===== config.mk =====
export PLATFORM = sky130hd
export DESIGN_NAME = mem_port_arbiter
export DESIGN_NICKNAME = d
export VERILOG_FILES = /design/src/rtl/mem_arb_pkg.sv /design/src/rtl/mem_arb_pick.sv /design/src/rtl/mem_port_arbiter.sv
export SDC_FILE = /design/constraint.sdc
export NUM_CORES = 1
export LEC_CHECK = 0
export ABC_AREA = 0
export CAP_MARGIN = 20
export CELL_PAD_IN_SITES_DETAIL_PLACEMENT = 1
export CELL_PAD_IN_SITES_GLOBAL_PLACEMENT = 2
export CORE_ASPECT_RATIO = 2
export CORE_UTILIZATION = 28
export CTS_CLUSTER_DIAMETER = 50
export DETAILED_ROUTE_END_ITERATION = 6
export MAX_ROUTING_LAYER = met4
export PLACE_DENSITY_LB_ADDON = 0.1
export SETUP_SLACK_MARGIN = 0.15
export SLEW_MARGIN = 15
export SYNTH_ARGS = -nofsm -noshare
export SYNTH_HDL_FRONTEND = slang
export SYNTH_SLANG_ARGS = --single-unit

===== constraint.sdc =====
create_clock -name clk -period 5.26 [get_ports clk]
set_input_delay 1.578 -clock clk [delete_from_list [all_inputs] [get_ports clk]]
set_output_delay 1.578 -clock clk [all_outputs]
set_load 0.01 [all_outputs]

===== src/rtl/mem_arb_pkg.sv =====
// rtl/mem_arb_pkg.sv - shared types and constants for the unified memory port arbiter
package mem_arb_pkg;

  typedef enum logic [1:0] {
    IDLE   = 2'd0,
    ACCESS = 2'd1,
    DONE   = 2'd2
  } arb_state_t;

  typedef enum logic {
    OWN_IF = 1'b0,
    OWN_D  = 1'b1
  } arb_owner_t;

  localparam logic RD = 1'b1;
  localparam logic WR = 1'b0;

endpackage


===== src/rtl/mem_arb_pick.sv =====
// rtl/mem_arb_pick.sv - owner selection; MEM_ARB_RR_EN selects round-robin on ties
module mem_arb_pick
  import mem_arb_pkg::*;
(
  input  logic       if_req,
  input  logic       d_req,
  input  arb_owner_t last_owner,
  output arb_owner_t owner
);

`ifdef MEM_ARB_RR_EN
  // On a tie the requester that did not own the port last time wins
  always_comb begin
    owner = OWN_IF;
    if (if_req && d_req) begin
      owner = (last_owner == OWN_D) ? OWN_IF : OWN_D;
    end else if (d_req) begin
      owner = OWN_D;
    end
  end
`else
  // Data access is mid-instruction, so it always beats fetch
  logic unused_last_owner;
  assign unused_last_owner = last_owner;

  always_comb begin
    owner = OWN_IF;
    if (d_req) begin
      owner = OWN_D;
    end
  end
`endif

endmodule


===== src/rtl/mem_port_arbiter.sv =====
// rtl/mem_port_arbiter.sv - shares one memory port between fetch and data; MEM_ARB_RR_EN enables round-robin
module mem_port_arbiter
  import mem_arb_pkg::*;
#(
  parameter int ADDR_W  = 32,
  parameter int DATA_W  = 32,
  parameter int MEM_LAT = 2
) (
  input  logic              clk,
  input  logic              reset,
  input  logic              if_req,
  input  logic [ADDR_W-1:0] if_addr,
  output logic              if_gnt,
  output logic              if_rvalid,
  output logic [DATA_W-1:0] if_rdata,
  input  logic              d_req,
  input  logic              d_rd_wr,
  input  logic [ADDR_W-1:0] d_addr,
  input  logic [DATA_W-1:0] d_wdata,
  output logic              d_gnt,
  output logic              d_rvalid,
  output logic [DATA_W-1:0] d_rdata,
  output logic              mem_en,
  output logic              mem_rd_wr,
  output logic [ADDR_W-1:0] mem_addr,
  output logic [DATA_W-1:0] mem_wdata,
  input  logic [DATA_W-1:0] mem_rdata,
  output logic              busy
);

  localparam logic [3:0] LAST_CNT = 4'(MEM_LAT - 1);

  arb_state_t state;
  arb_state_t next_state;
  arb_owner_t owner;
  arb_owner_t pick_owner;
  arb_owner_t last_owner;
  logic [3:0] cnt;
  logic       dir;
  logic       pick_dir;
  logic       start;
  logic       last_beat;

  assign start     = (state == IDLE) && (if_req || d_req);
  assign last_beat = (state == ACCESS) && (cnt == LAST_CNT);
  assign pick_dir  = (pick_owner == OWN_D) ? d_rd_wr : RD;

  mem_arb_pick u_pick (
    .if_req     (if_req),
    .d_req      (d_req),
    .last_owner (last_owner),
    .owner      (pick_owner)
  );

`ifdef MEM_ARB_RR_EN
  // Remember who was granted last so a tie goes to the other requester
  always_ff @(posedge clk or negedge reset) begin
    if (!reset) begin
      last_owner <= OWN_IF;
    end else if (start) begin
      last_owner <= pick_owner;
    end
  end
`else
  assign last_owner = OWN_IF;
`endif

  // State register
  always_ff @(posedge clk or negedge reset) begin
    if (!reset) begin
      state <= IDLE;
    end else begin
      state <= next_state;
    end
  end

  // Next-state logic: IDLE -> ACCESS for MEM_LAT cycles -> DONE -> IDLE
  always_comb begin
    next_state = state;
    case (state)
      IDLE:    if (if_req || d_req) next_state = ACCESS;
      ACCESS:  if (cnt == LAST_CNT) next_state = DONE;
      DONE:    next_state = IDLE;
      default: next_state = IDLE;
    endcase
  end

  // Latency counter restarts at every grant and advances through ACCESS
  always_ff @(posedge clk or negedge reset) begin
    if (!reset) begin
      cnt <= '0;
    end else if (start) begin
      cnt <= '0;
    end else if (state == ACCESS) begin
      cnt <= cnt + 4'd1;
    end
  end

  // Capture owner, direction, word-aligned address and store data at grant
  always_ff @(posedge clk or negedge reset) begin
    if (!reset) begin
      owner     <= OWN_IF;
      dir       <= RD;
      mem_addr  <= '0;
      mem_wdata <= '0;
    end else if (start) begin
      owner <= pick_owner;
      dir   <= pick_dir;
      if (pick_owner == OWN_D) begin
        mem_addr  <= {d_addr[ADDR_W-1:2], 2'b00};
        mem_wdata <= d_wdata;
      end else begin
        mem_addr  <= {if_addr[ADDR_W-1:2], 2'b00};
      end
    end
  end

  // Registered outputs, computed from the state being entered
  always_ff @(posedge clk or negedge reset) begin
    if (!reset) begin
      if_gnt    <= 1'b0;
      d_gnt     <= 1'b0;
      if_rvalid <= 1'b0;
      d_rvalid  <= 1'b0;
      if_rdata  <= '0;
      d_rdata   <= '0;
      mem_en    <= 1'b0;
      mem_rd_wr <= RD;
      busy      <= 1'b0;
    end else begin
      if_gnt    <= start && (pick_owner == OWN_IF);
      d_gnt     <= start && (pick_owner == OWN_D);
      if_rvalid <= last_beat && (owner == OWN_IF);
      d_rvalid  <= last_beat && (owner == OWN_D);
      mem_en    <= (next_state == ACCESS);
      mem_rd_wr <= (next_state == ACCESS) ? (start ? pick_dir : dir) : RD;
      busy      <= (next_state != IDLE);
      if (last_beat && dir == RD) begin
        if (owner == OWN_IF) begin
          if_rdata <= mem_rdata;
        end else begin
          d_rdata <= mem_rdata;
        end
      end
    end
  end

endmodule

; Word-level counts from Yosys, hierarchy flattened
; Index checks and enable logic that the tools add are counted.
[word_totals]
reg_bits = 143
latch_bits = 0
mem_bits_rw = 0
romBits = 0
inputBits = 133
word_cells = 45
memories = 0
[op_classes]
n_addsub = 1
multipliers = 0
div_mod_pow = 0
n_lt_le_gt_ge = 0
n_eq_ne = 3
shift = 0
mux = 10
n_bitwise = 2
n_reduce_logical = 14
[op_table]
columns = operator, n
row1 = 2-to-1 mux 32 bit, 1
row2 = 2-to-1 mux 4 bit, 2
row3 = logical AND 1 bit, 7
row4 = AND reduction 2 bit, 3
row5 = "adder 4 x 1 -> 4 bit, second input constant", 1
row6 = "equality test 2 x 1 -> 1 bit, second input constant", 2
row7 = "equality test 4 x 1 -> 1 bit, second input constant", 1
row8 = 2-to-1 mux 1 bit, 4
row9 = 2-to-1 mux 2 bit, 2
row10 = case mux 2 bit (2 select lines), 1
row11 = nonzero test 2 bit, 2
row12 = logical NOT 2 bit, 1
row13 = NOT 1 bit, 2
row14 = logical OR 1 bit, 1

; Depth between registers and ports, before layout
; Gate-level depths: netlist of run 1.
[depth]
ltp_word = 5
mapped_depth = 6
depth_no_buf = 5

; Hierarchy
; Synthesis of run 1 repeated with hierarchy kept, for this count alone.
[unflattened]
hier_cells = 397
hier_area_um2 = 5823.1
[modules_own_cells]
columns = mod, n_inst, cells_per_inst, area_per_inst_um2
row1 = mem_port_arbiter, 1, 396, 5815.6
row2 = mem_arb_pick, 1, 1, 7.5

; Worst setup path before layout of run 1
; OpenSTA, ideal clock, no wires.
[synth_timing]
path_kind = input -> register
startpoint = in d_req
endpoint = reg mem_wdata[16]
setup_ps = 125
arrival_time_ps = 2661
slack_ps = 2474
cell_stages = 4
cell_sequence = buf_2 -> nor3b_2 -> buf_4 -> mux2_2
[synth_between]
elab_chain_cells = 3
elab_cells_between_ends = 4
cone_classes = 1 x mux / 3 x reduce/logical
[synth_lines]
columns = item, line
row1 = from (decl), mem_port_arbiter.sv:16  ; input logic d_req,
row2 = logical OR 1 bit, mem_port_arbiter.sv:44  ; assign start = (state == IDLE) && (if_req || d_req);
row3 = logical AND 1 bit, mem_port_arbiter.sv:44
row4 = AND reduction 2 bit (no source line) (*), n/a
row5 = to (signal assigned), mem_port_arbiter.sv:111  ; mem_wdata <= d_wdata;
row6 = to (decl), mem_port_arbiter.sv:26  ; output logic [DATA_W-1:0] mem_wdata,
; Mark *: on every way between the ends. The rest lies on a longest branch, timed or not.
; A chain may end at the register's enable or synchronous reset.

; Worst setup path in the final report of run 1
[layout_timing]
startpoint = reg mem_rd_wr
endpoint = out mem_rd_wr
[layout_rtl]
columns = item, line
row1 = from (decl), mem_port_arbiter.sv:24  ; output logic mem_rd_wr,
row2 = from (signal assigned), mem_port_arbiter.sv:136  ; mem_rd_wr <= (next_state == ACCESS) ? (start ? pick_dir : dir) : RD;
; No word-level cell between the ends.

==> flow_summary_export.csv, run 1 <==
group,metric,value,unit
yosys,synth_xor_area_share,0,%
detailed_routing,drt_iter0_markers,131,
setup_path,worstPathCellList,"clkdlybuf4s50_1",
flow_run,drv_cap,0,
clock_tree,root_buffer,"clkbuf_16",
detailed_routing,drt_pre_antenna_iters,4,
final_layout,regArea,3530,µm²
die,ios,268,
yosys,synth_compound_area_share,6.23,%
timing,hold_violations,0,
setup_path,crit_fanout,1,
setup_path,slowest_stage,"clkdlybuf4s50_1",
min_path,hold_path_class,"reg -> reg",
clock_tree,hold_buffers,0,
timing,whs,0.488,ns
power_and_ir_drop,p_per_area,627,nW/µm²
yosys,muxShareOfSynthArea,26.0,%
die,rows,74,
timing,fin_skew,0.00807,ns
grt,grt_pass1_wl,27000,µm
clock_tree,clk_latency,0.43,ns
clock_tree,cts_max_level,4,
yosys,ys_warn_count,0,
detailed_routing,wl_per_cell,18.7,µm
status,status,"completed",
timing,setup_tns,0,ns
timing,tightest_slew,0.939,ns
setup_path,slowest_delay,0.59,ns
yosys,ys_seq_area_share,61.1,%
grt,overflow,0,
timing,rsz0062_at_grt,"no",
grt,grt_antenna_before_repair,0,
clock_tree,numCtsBuffers,17,
clock_tree,cts.reportedPaths.clkPinSlew,0.06,ns
yosys,synth_top_family_by_area,"multiplexers",
setup_path,critPathCaptureType,"output port",
place,dp_hpwl,12500,µm
die,chipWidth,104,µm
final_layout,layout-drive-gt1-share,21.3,%
die,dieArea,21300,µm²
yosys,synthDistinctLibCells,34,
yosys,synth_top_area_share,60.2,%
timing,setup_violations,0,
setup_path,crit_family,"buffers and inverters",
die,start_util,28.4,%
clock_tree,cts.sinks,141,
timing,finalMaxSlewViolations,0,
clock_tree,cts_repair_resize_count,0,
detailed_routing,via_per_inst,4.48,
yosys,syn_avg_cell_area,14.7,µm²
place,place_area,8610,µm²
setup_path,start_kind,"flop",
yosys,synthesis.instances,392,
clock_tree,cts_setup_buffers,0,
timing,slew_headroom,37.3,%
yosys,yosysTopAreaCell,"dfrtp_1",
final_layout,multi_input_area,2090,µm²
setup_path,cp.arrival,1.53,ns
final_layout,diodes,0,
detailed_routing,drtAntennaViolNets,0,
setup_path,path_buf_inv,1,
clock_tree,clock_path_buffers,2,
timing,fin_crit,3.11,ns
power_and_ir_drop,p_leak,0.00394,µW
yosys,synth_simple_gate_area_share,3.12,%
final_layout,n_fill_cell,2141,
final_layout,final_area,9240,µm²
grt,grt_max_degree,83,
yosys,yosys_register_bits,141,
die,die_y,205,µm
yosys,synth_fa_ha_area_share,0.433,%
grt,grt_usage,17.5,%
setup_path,crit_type,"reg -> out",
final_layout,syn2layout_area_growth,59.8,%
timing,finalCritPeriodShare,59.0,%
setup_path,worstPathRequired,3.68,ns
detailed_routing,wirelength,17500,µm
yosys,netlist_area,5780,µm²
yosys,synth.area.top_cells,"dfrtp_1, mux2_2, mux2_4",
detailed_routing,dr_total_vias,4175,
final_layout,final_nets,788,
clock_tree,cts_tree,"built",
die,core,20400,µm²
detailed_routing,drc,0,
place,place_congestion,0.737,
power_and_ir_drop,peakVddDrop,0.000226,V
timing,fmaxAchievable,0.322,GHz
place,placement.io_buffers,261,
grt,grt_pass1_vias,4760,
flip-flops by register name, indices dropped and copies added, names as in the netlist:
name,cells
mem_rd_wr,1
if_gnt,1
mem_en,1
mem_addr,30
state,2
owner,1
mem_wdata,32
d_gnt,1
d_rvalid,1
cnt,4
if_rvalid,1
dir,1
busy,1
d_rdata,32
if_rdata,32
cell families after synthesis:
kind of cell | after synthesis
compound gates | 70
other cells | 1
fa+ha+maj | 2
flops | 141
buf+inv | 28
simple gates | 23
mux | 127
cell usage after synthesis:
cell type  instances
a21oi_1           63
mux2i_1           30
nand4b_4           1
buf_1              2
nor3_1             1
and2_1             2
or2_2              1
mux2_1             2
a21boi_0           2
clkbuf_1           8
dfstp_2            2
mux2_2            65
nand4_1            1
buf_4              5
nand4_4            1
and3_1             1
nand2_1            1
nand3_1            1
inv_1              2
ha_1               2
dfrtp_1          139
nand2b_1           1
buf_2              5
conb_1             1
a211oi_1           1
nand3b_1           2
nor3b_2            1
nor2_1             5
mux2_4            30
nor3b_4            1
nor2b_1            3
a21o_1             1
o21ai_0            3
buf_6              6
cell usage in the layout, fill, tap and decap left out, types with 3 or more instances in the layout:
cell type,count
buf_4,6
mux2_2,65
mux2i_1,30
o21ai_0,3
bufinv_16,4
dfrtp_1,139
clkbuf_16,17
clkdlybuf4s50_1,259
clkinvlp_4,3
a21oi_1,63
mux2_4,30
nor2_1,4
nor2b_1,3
clkinv_2,5
final cells by class:
cell class / count / share of cell area, %
clock buffer: 20 / 4.94
clock inverter: 12 / 1.82
sequential: 141 / 38.2
inverter: 2 / 0.0813
multi-input combinational: 224 / 22.6
tap: 266 / 3.60
timing repair buffer: 267 / 28.7
final timing paths:
path / start / endpoint / slack, ns / cells after the start
setup / recovery: mem_rd_wr$_DFF_PN1_ / mem_rd_wr / 2.15 / 1
hold / removal: mem_wdata[15]$_DFFE_PN0P_ / mem_wdata[15]$_DFFE_PN0P_ / 0.49 / 1
setup reg to reg: state[0]$_DFF_PN0_ / if_rdata[6]$_DFFE_PN0P_ / 2.54 / 3
hold reg to reg: mem_wdata[15]$_DFFE_PN0P_ / mem_wdata[15]$_DFFE_PN0P_ / 0.49 / 1
max in group asynchronous: reset / d_rdata[27]$_DFFE_PN0P_ / 3.04 / 2
min in group asynchronous: reset / d_rdata[7]$_DFFE_PN0P_ / 1.21 / 1
through the flow:
step                util [%]  setup slack [ns]  std cells  power [µW]
finish                  45.3              2.15        932        5790
global route            45.3              2.10        932        6130
CTS                     45.3              2.13        932        5900
detailed placement      42.3              1.74        900        4570
global placement        42.3              1.80        900        4490
floorplan                  -              2.47        393        3120
worst register-to-register path, cell delays in order, from the launching register on:
cell      delay [ns]
dfrtp_1         0.44
nor2b_1         0.72
nand4b_4        0.83
mux2_4          0.61
per-layer routing:
layer	GRT usage, %	share of wire, %	vias up	wire [µm]
li1	-	-	1901	-
met1	16.5	35	2103	6180
met2	32.7	57	148	9950
met3	5.16	4.7	23	821
met4	7.87	2.9	0	505
met5	-	0	-	0
power by group:
part,internal (µW),switching (µW)
clock network,813,469
registers,1640,312
logic,1540,1020
total,3990,1800
(Power assumes the default switching activity.)
==> run 2, diff against run 1 <==
CORE_UTILIZATION = 26   (was 28)
clock period = 3.1 ns   (was 5.26 ns; I/O delays follow)
==> run 2 against run 1 <==
Clock power is 63% higher. Count of clock-buffer cells in the layout stayed put. Die area is 7.6% higher. Global-route usage is 0.61 points lower. Sequential power is 69% higher. Utilization is 2.4 points lower. Largest power group unchanged. Sequential share of layout area is 0.27 points lower. Routed wire length is 3.2% higher.
==> flow_summary_export.csv, run 2 (synthesis results as in run 1) <==
group,metric,value,unit
status,status,"completed",
detailed_routing,dr_total_vias,4235,
timing,hold_violations,0,
die,rows,76,
final_layout,top_regs,"d_rdata (32), if_rdata (32), mem_wdata (32)",
setup_path,worstPathCellList,"clkdlybuf4s50_1",
die,die_y,213,µm
detailed_routing,via_per_inst,4.49,
die,chipWidth,107,µm
final_layout,syn2layout_area_growth,60.9,%
timing,fmaxAchievable,0.416,GHz
final_layout,final_cell_mix,"clkdlybuf4s50_1, dfrtp_1, mux2_2, a21oi_1",
final_layout,n_fill_cell,2288,
setup_path,critPathCaptureType,"output port",
power_and_ir_drop,intPower,6740,µW
min_path,hold_path_class,"reg -> reg",
power_and_ir_drop,p_sw,3060,µW
timing,finalMaxSlewViolations,0,
power_and_ir_drop,p_leak,0.00397,µW
timing,setup_ws,0.694,ns
detailed_routing,drt_iter0_markers,86,
timing,setup_tns,0,ns
die,core,21700,µm²
detailed_routing,wirelength,18000,µm
timing,fin_skew,0.00602,ns
setup_path,crit_family,"buffers and inverters",
setup_path,crit_type,"reg -> out",
grt,grt_antenna_before_repair,0,
detailed_routing,drt_pre_antenna_iters,4,
place,place_congestion,0.692,
grt,grt_max_degree,69,
clock_tree,numCtsBuffers,17,
place,dp_slack,0.672,ns
timing,slew_headroom,56.1,%
clock_tree,hold_buffers,0,
clock_tree,cts_setup_buffers,0,
timing,fin_crit,2.41,ns
clock_tree,clock_path_buffers,2,
grt,overflow,0,
power_and_ir_drop,p_clk_share,21.4,%
final_layout,final_nets,793,
clock_tree,cts_max_level,4,
detailed_routing,drtAntennaViolNets,0,
place,dp_hpwl,13500,µm
setup_path,slowest_delay,0.54,ns
power_and_ir_drop,share_seq_of_total_power,33.7,%
detailed_routing,drc,0,
power_and_ir_drop,peakVddDrop,0.000454,V
clock_tree,cts.sinks,141,
clock_tree,clk_latency,0.41,ns
timing,setup_violations,0,
grt,grt_pass1_wl,27700,µm
timing,finalCritPeriodShare,77.6,%
die,dieArea,22900,µm²
grt,grt_pass1_vias,4881,
clock_tree,cts.reportedPaths.clkPinSlew,0.06,ns
setup_path,cp.arrival,1.48,ns
final_layout,mostFrequentLayoutCell,"clkdlybuf4s50_1",
final_layout,layout-drive-gt1-share,21.9,%
setup_path,start_kind,"flop",
die,ios,268,
power_and_ir_drop,total_power,9800,µW
setup_path,crit_fanout,1,
setup_path,worstPathRequired,2.17,ns
clock_tree,root_buffer,"clkbuf_16",
setup_path,ff2ff_setup_slack,1.11,ns
die,start_util,26.7,%
timing,tightest_slew,0.659,ns
setup_path,path_buf_inv,1,
power_and_ir_drop,comb_power_share,44.9,%
timing,rsz0062_at_grt,"no",
clock_tree,cts_repair_resize_count,0,
power_and_ir_drop,p_per_area,1050,nW/µm²
place,placement.io_buffers,261,
flow_run,drv_cap,0,
power_and_ir_drop,switching_share,31.2,%
detailed_routing,wl_per_cell,19.1,µm
final_layout,final_core_util,42.9,%
setup_path,slowest_stage,"clkdlybuf4s50_1",
grt,grt_usage,16.9,%
clock_tree,cts_tree,"built",
==> run 2: metal layers <==
| metal | track usage, % | part of all wire (%) | vias up |
|---|---|---|---|
| met4 | 7.13 | 2.3 | 0 |
| met3 | 3.63 | 4.6 | 21 |
| met1 | 15.5 | 32 | 2153 |
| met2 | 32.9 | 61 | 144 |
| met5 | - | 0 | - |
| li1 | - | - | 1917 |
==> run 2: power groups by stage <==
stage	Sequential [µW]	Combinational [µW]	Clock (µW)
after floorplan	3680	1610	0
final	3300	4400	2090
after global routing	3440	4720	2240
after CTS	3320	4510	2170
after global placement	3280	4400	0
after detailed placement	3340	4500	0
==> run 2: worst paths after layout <==
path / from / to / depth (start not counted)
setup / recovery: mem_rd_wr$_DFF_PN1_ / mem_rd_wr / 1
hold / removal: mem_wdata[14]$_DFFE_PN0P_ / mem_wdata[14]$_DFFE_PN0P_ / 1
setup reg to reg: cnt[0]$_DFFE_PN0P_ / if_rdata[0]$_DFFE_PN0P_ / 5
hold reg to reg: mem_wdata[14]$_DFFE_PN0P_ / mem_wdata[14]$_DFFE_PN0P_ / 1
max in group asynchronous: reset / mem_rd_wr$_DFF_PN1_ / 2
min in group asynchronous: reset / if_rdata[4]$_DFFE_PN0P_ / 1
==> run 2: through the flow <==
stage               std cells  hold WS [ns]  instance area (µm²)
floorplan                 393         0.493                 5780
global placement          911         0.472                 8680
detailed placement        912         0.479                 8690
CTS                       943         0.493                 9300
global route              943         0.516                 9300
finish                    944         0.494                 9300
==> run 2: final cells by class <==
class / instances / area, µm² / area share (%)
flip-flops and latches: 141 / 3530 / 38.0
clock inverters: 11 / 141 / 1.52
inverters: 2 / 7.51 / 0.0807
well taps: 273 / 342 / 3.67
multi-input cells: 224 / 2090 / 22.4
clock buffers: 20 / 467 / 5.02
repair buffers: 272 / 2720 / 29.3
diodes: 1 / 2.50 / 0.0269
==> run 3, diff against run 2 <==
CORE_UTILIZATION = 24   (was 26)
clock period = 2.05 ns   (was 3.1 ns; I/O delays follow)
==> run 3 against run 2 <==
The flow now finishes with violations (DRC). Critical path depth is the same. Utilization is 3.7 points lower. Global-route usage decreased by 0.45 points. Register-to-register slack lost 0.84 ns. Routed wire length increased by 3.6%. Sequential share of layout area about the same. Largest power group unchanged.
==> flow_summary_export.csv, run 3 (synthesis results as in run 1) <==
group,metric,value,unit
clock_tree,cts_max_level,4,
timing,rsz0062_at_grt,"no",
final_layout,mostFrequentLayoutCell,"dfrtp_1",
timing,finalCritPeriodShare,90.1,%
setup_path,crit_type,"reg -> out",
grt,grt_usage,16.5,%
clock_tree,root_buffer,"clkbuf_16",
timing,finalMaxSlewViolations,0,
timing,fmaxAchievable,0.542,GHz
detailed_routing,wirelength,18700,µm
place,dp_hpwl,14100,µm
power_and_ir_drop,total_power,14100,µW
setup_path,crit_path_start,"mem_rd_wr$_DFF_PN1_",
grt,grt_pass1_vias,4956,
detailed_routing,drtAntennaViolNets,0,
detailed_routing,drt_iter0_markers,136,
setup_path,worstPathRequired,1.43,ns
place,place_area,8820,µm²
detailed_routing,wl_per_cell,19.3,µm
timing,fin_skew,0.00704,ns
die,ios,268,
flow_run,drv_cap,0,
power_and_ir_drop,p_per_area,1520,nW/µm²
grt,grt_max_degree,39,
setup_path,slowest_delay,0.51,ns
final_layout,final_cell_mix,"dfrtp_1, dlygate4sd2_1, clkdlybuf4s50_1, mux2_2, a21oi_1",
die,dieArea,24700,µm²
die,die_y,221,µm
setup_path,slowest_stage,"dfstp_2",
status,violations,"DRC",
clock_tree,numCtsBuffers,17,
timing,hold_violations,0,
setup_path,crit_fanout,1,
setup_path,path_depth,1,
status,status,"finished, violations left",
setup_path,crit_family,"flip-flops",
power_and_ir_drop,p_leak,0.00420,µW
final_layout,final_nets,800,
clock_tree,clock_path_buffers,2,
final_layout,diodes,0,
setup_path,worstPathCellList,"dlygate4sd2_1",
clock_tree,cts_tree,"built",
grt,overflow,0,
timing,setup_violations,0,
clock_tree,cts.sinks,141,
place,placement.io_buffers,261,
setup_path,ff2ff_setup_slack,0.27,ns
min_path,hold_path_class,"in -> async",
setup_path,r2r-start,"cnt[1]$_DFFE_PN0P_",
setup_path,start_kind,"flop",
final_layout,top_regs,"d_rdata (32), if_rdata (32), mem_wdata (32)",
final_layout,final_area,9290,µm²
setup_path,path_buf_inv,1,
final_layout,layout-drive-gt1-share,22.9,%
clock_tree,cts.reportedPaths.clkPinSlew,0.06,ns
die,core,23700,µm²
detailed_routing,via_per_inst,4.40,
final_layout,syn2layout_area_growth,60.7,%
detailed_routing,drt_pre_antenna_iters,6,
setup_path,critPathCaptureType,"output port",
die,chipWidth,112,µm
setup_path,crit_end,"mem_rd_wr",
timing,fin_crit,1.85,ns
setup_path,r2r-end,"if_rdata[17]$_DFFE_PN0P_",
grt,grt_antenna_before_repair,0,
grt,grt_pass1_wl,29200,µm
die,start_util,24.4,%
setup_path,rr_worst_depth,6,
setup_path,cp.arrival,1.23,ns
power_and_ir_drop,peakVddDrop,0.000537,V
place,place_congestion,0.707,
detailed_routing,drc,14,
die,rows,80,
timing,whs,0.0963,ns
clock_tree,clk_latency,0.43,ns
detailed_routing,dr_total_vias,4244,
[run 3: cell types whose count changed in the layout (fill, tap and decap cells not counted), moves of 2 or more]
cell | previous run | this run
clkdlybuf4s50_1 | 259 | 126
dlygate4sd2_1 | 0 | 133
buf_12 | 2 | 8
buf_4 | 8 | 10
clkbuf_8 | 3 | 5
[run 3: worst min-delay path by stage]
stage / from / endpoint / slack, ns
6_report: reset / d_rdata[13]$_DFFE_PN0P_ / 0.1
5_1_grt: reset / d_rdata[13]$_DFFE_PN0P_ / 0.10
4_1_cts: reset / d_rdata[13]$_DFFE_PN0P_ / 0.09
3_5_place_dp: mem_wdata[14]$_DFFE_PN0P_ / mem_wdata[14]$_DFFE_PN0P_ / 0.48
3_3_place_gp: mem_wdata[14]$_DFFE_PN0P_ / mem_wdata[14]$_DFFE_PN0P_ / 0.47
2_1_floorplan: reset / busy$_DFF_PN0_ / 0.32
[run 3: cell type report]
class | instances | area [µm²]
Timing Repair Buffer | 279 | 2680
Multi-Input combinational cell | 224 | 2090
Clock buffer | 22 | 494
Clock inverter | 10 | 135
Sequential cell | 141 | 3530
Inverter | 2 | 7.51
Tap cell | 287 | 359
Fill cell | 2522 | 14400
[run 3: through the flow]
stage / worst slack (ns) / util, % / setup TNS, ns / std cells
2_1_floorplan: 0.227 / - / 0 / 393
3_3_place_gp: 0.0491 / 37.2 / 0 / 932
3_5_place_dp: -0.00288 / 37.2 / -0.00288 / 932
5_1_grt: 0.153 / 39.2 / 0 / 965
4_1_cts: 0.138 / 39.2 / 0 / 965
6_report: 0.204 / 39.2 / 0 / 965
[run 3: report_power, final]
| part | switching (µW) | internal [µW] |
|---|---|---|
| Clock | 1210 | 2070 |
| Combinational | 2700 | 3180 |
| Sequential | 741 | 4200 |
| Total | 4650 | 9440 |
[run 3: what timing repair did]
action | in CTS | in global routing
endpoints found under the hold margin | 0 | 0
gates resized for setup | 133 | 0
setup endpoints to repair | 136 | 0
hold buffers | 0 | 0
buffers inserted | 1 | 0
[run 3: per-layer routing]
layer  part of all wire (%)  up-vias  global-route usage (%)  wire length [µm]
met5                      0        -                       -                 0
met4                    1.9        0                    6.71               361
met3                    4.6       19                    3.92               862
met2                     62      148                    32.2             11500
met1                     32     2147                    14.7              5930
li1                       -     1930                       -                 -
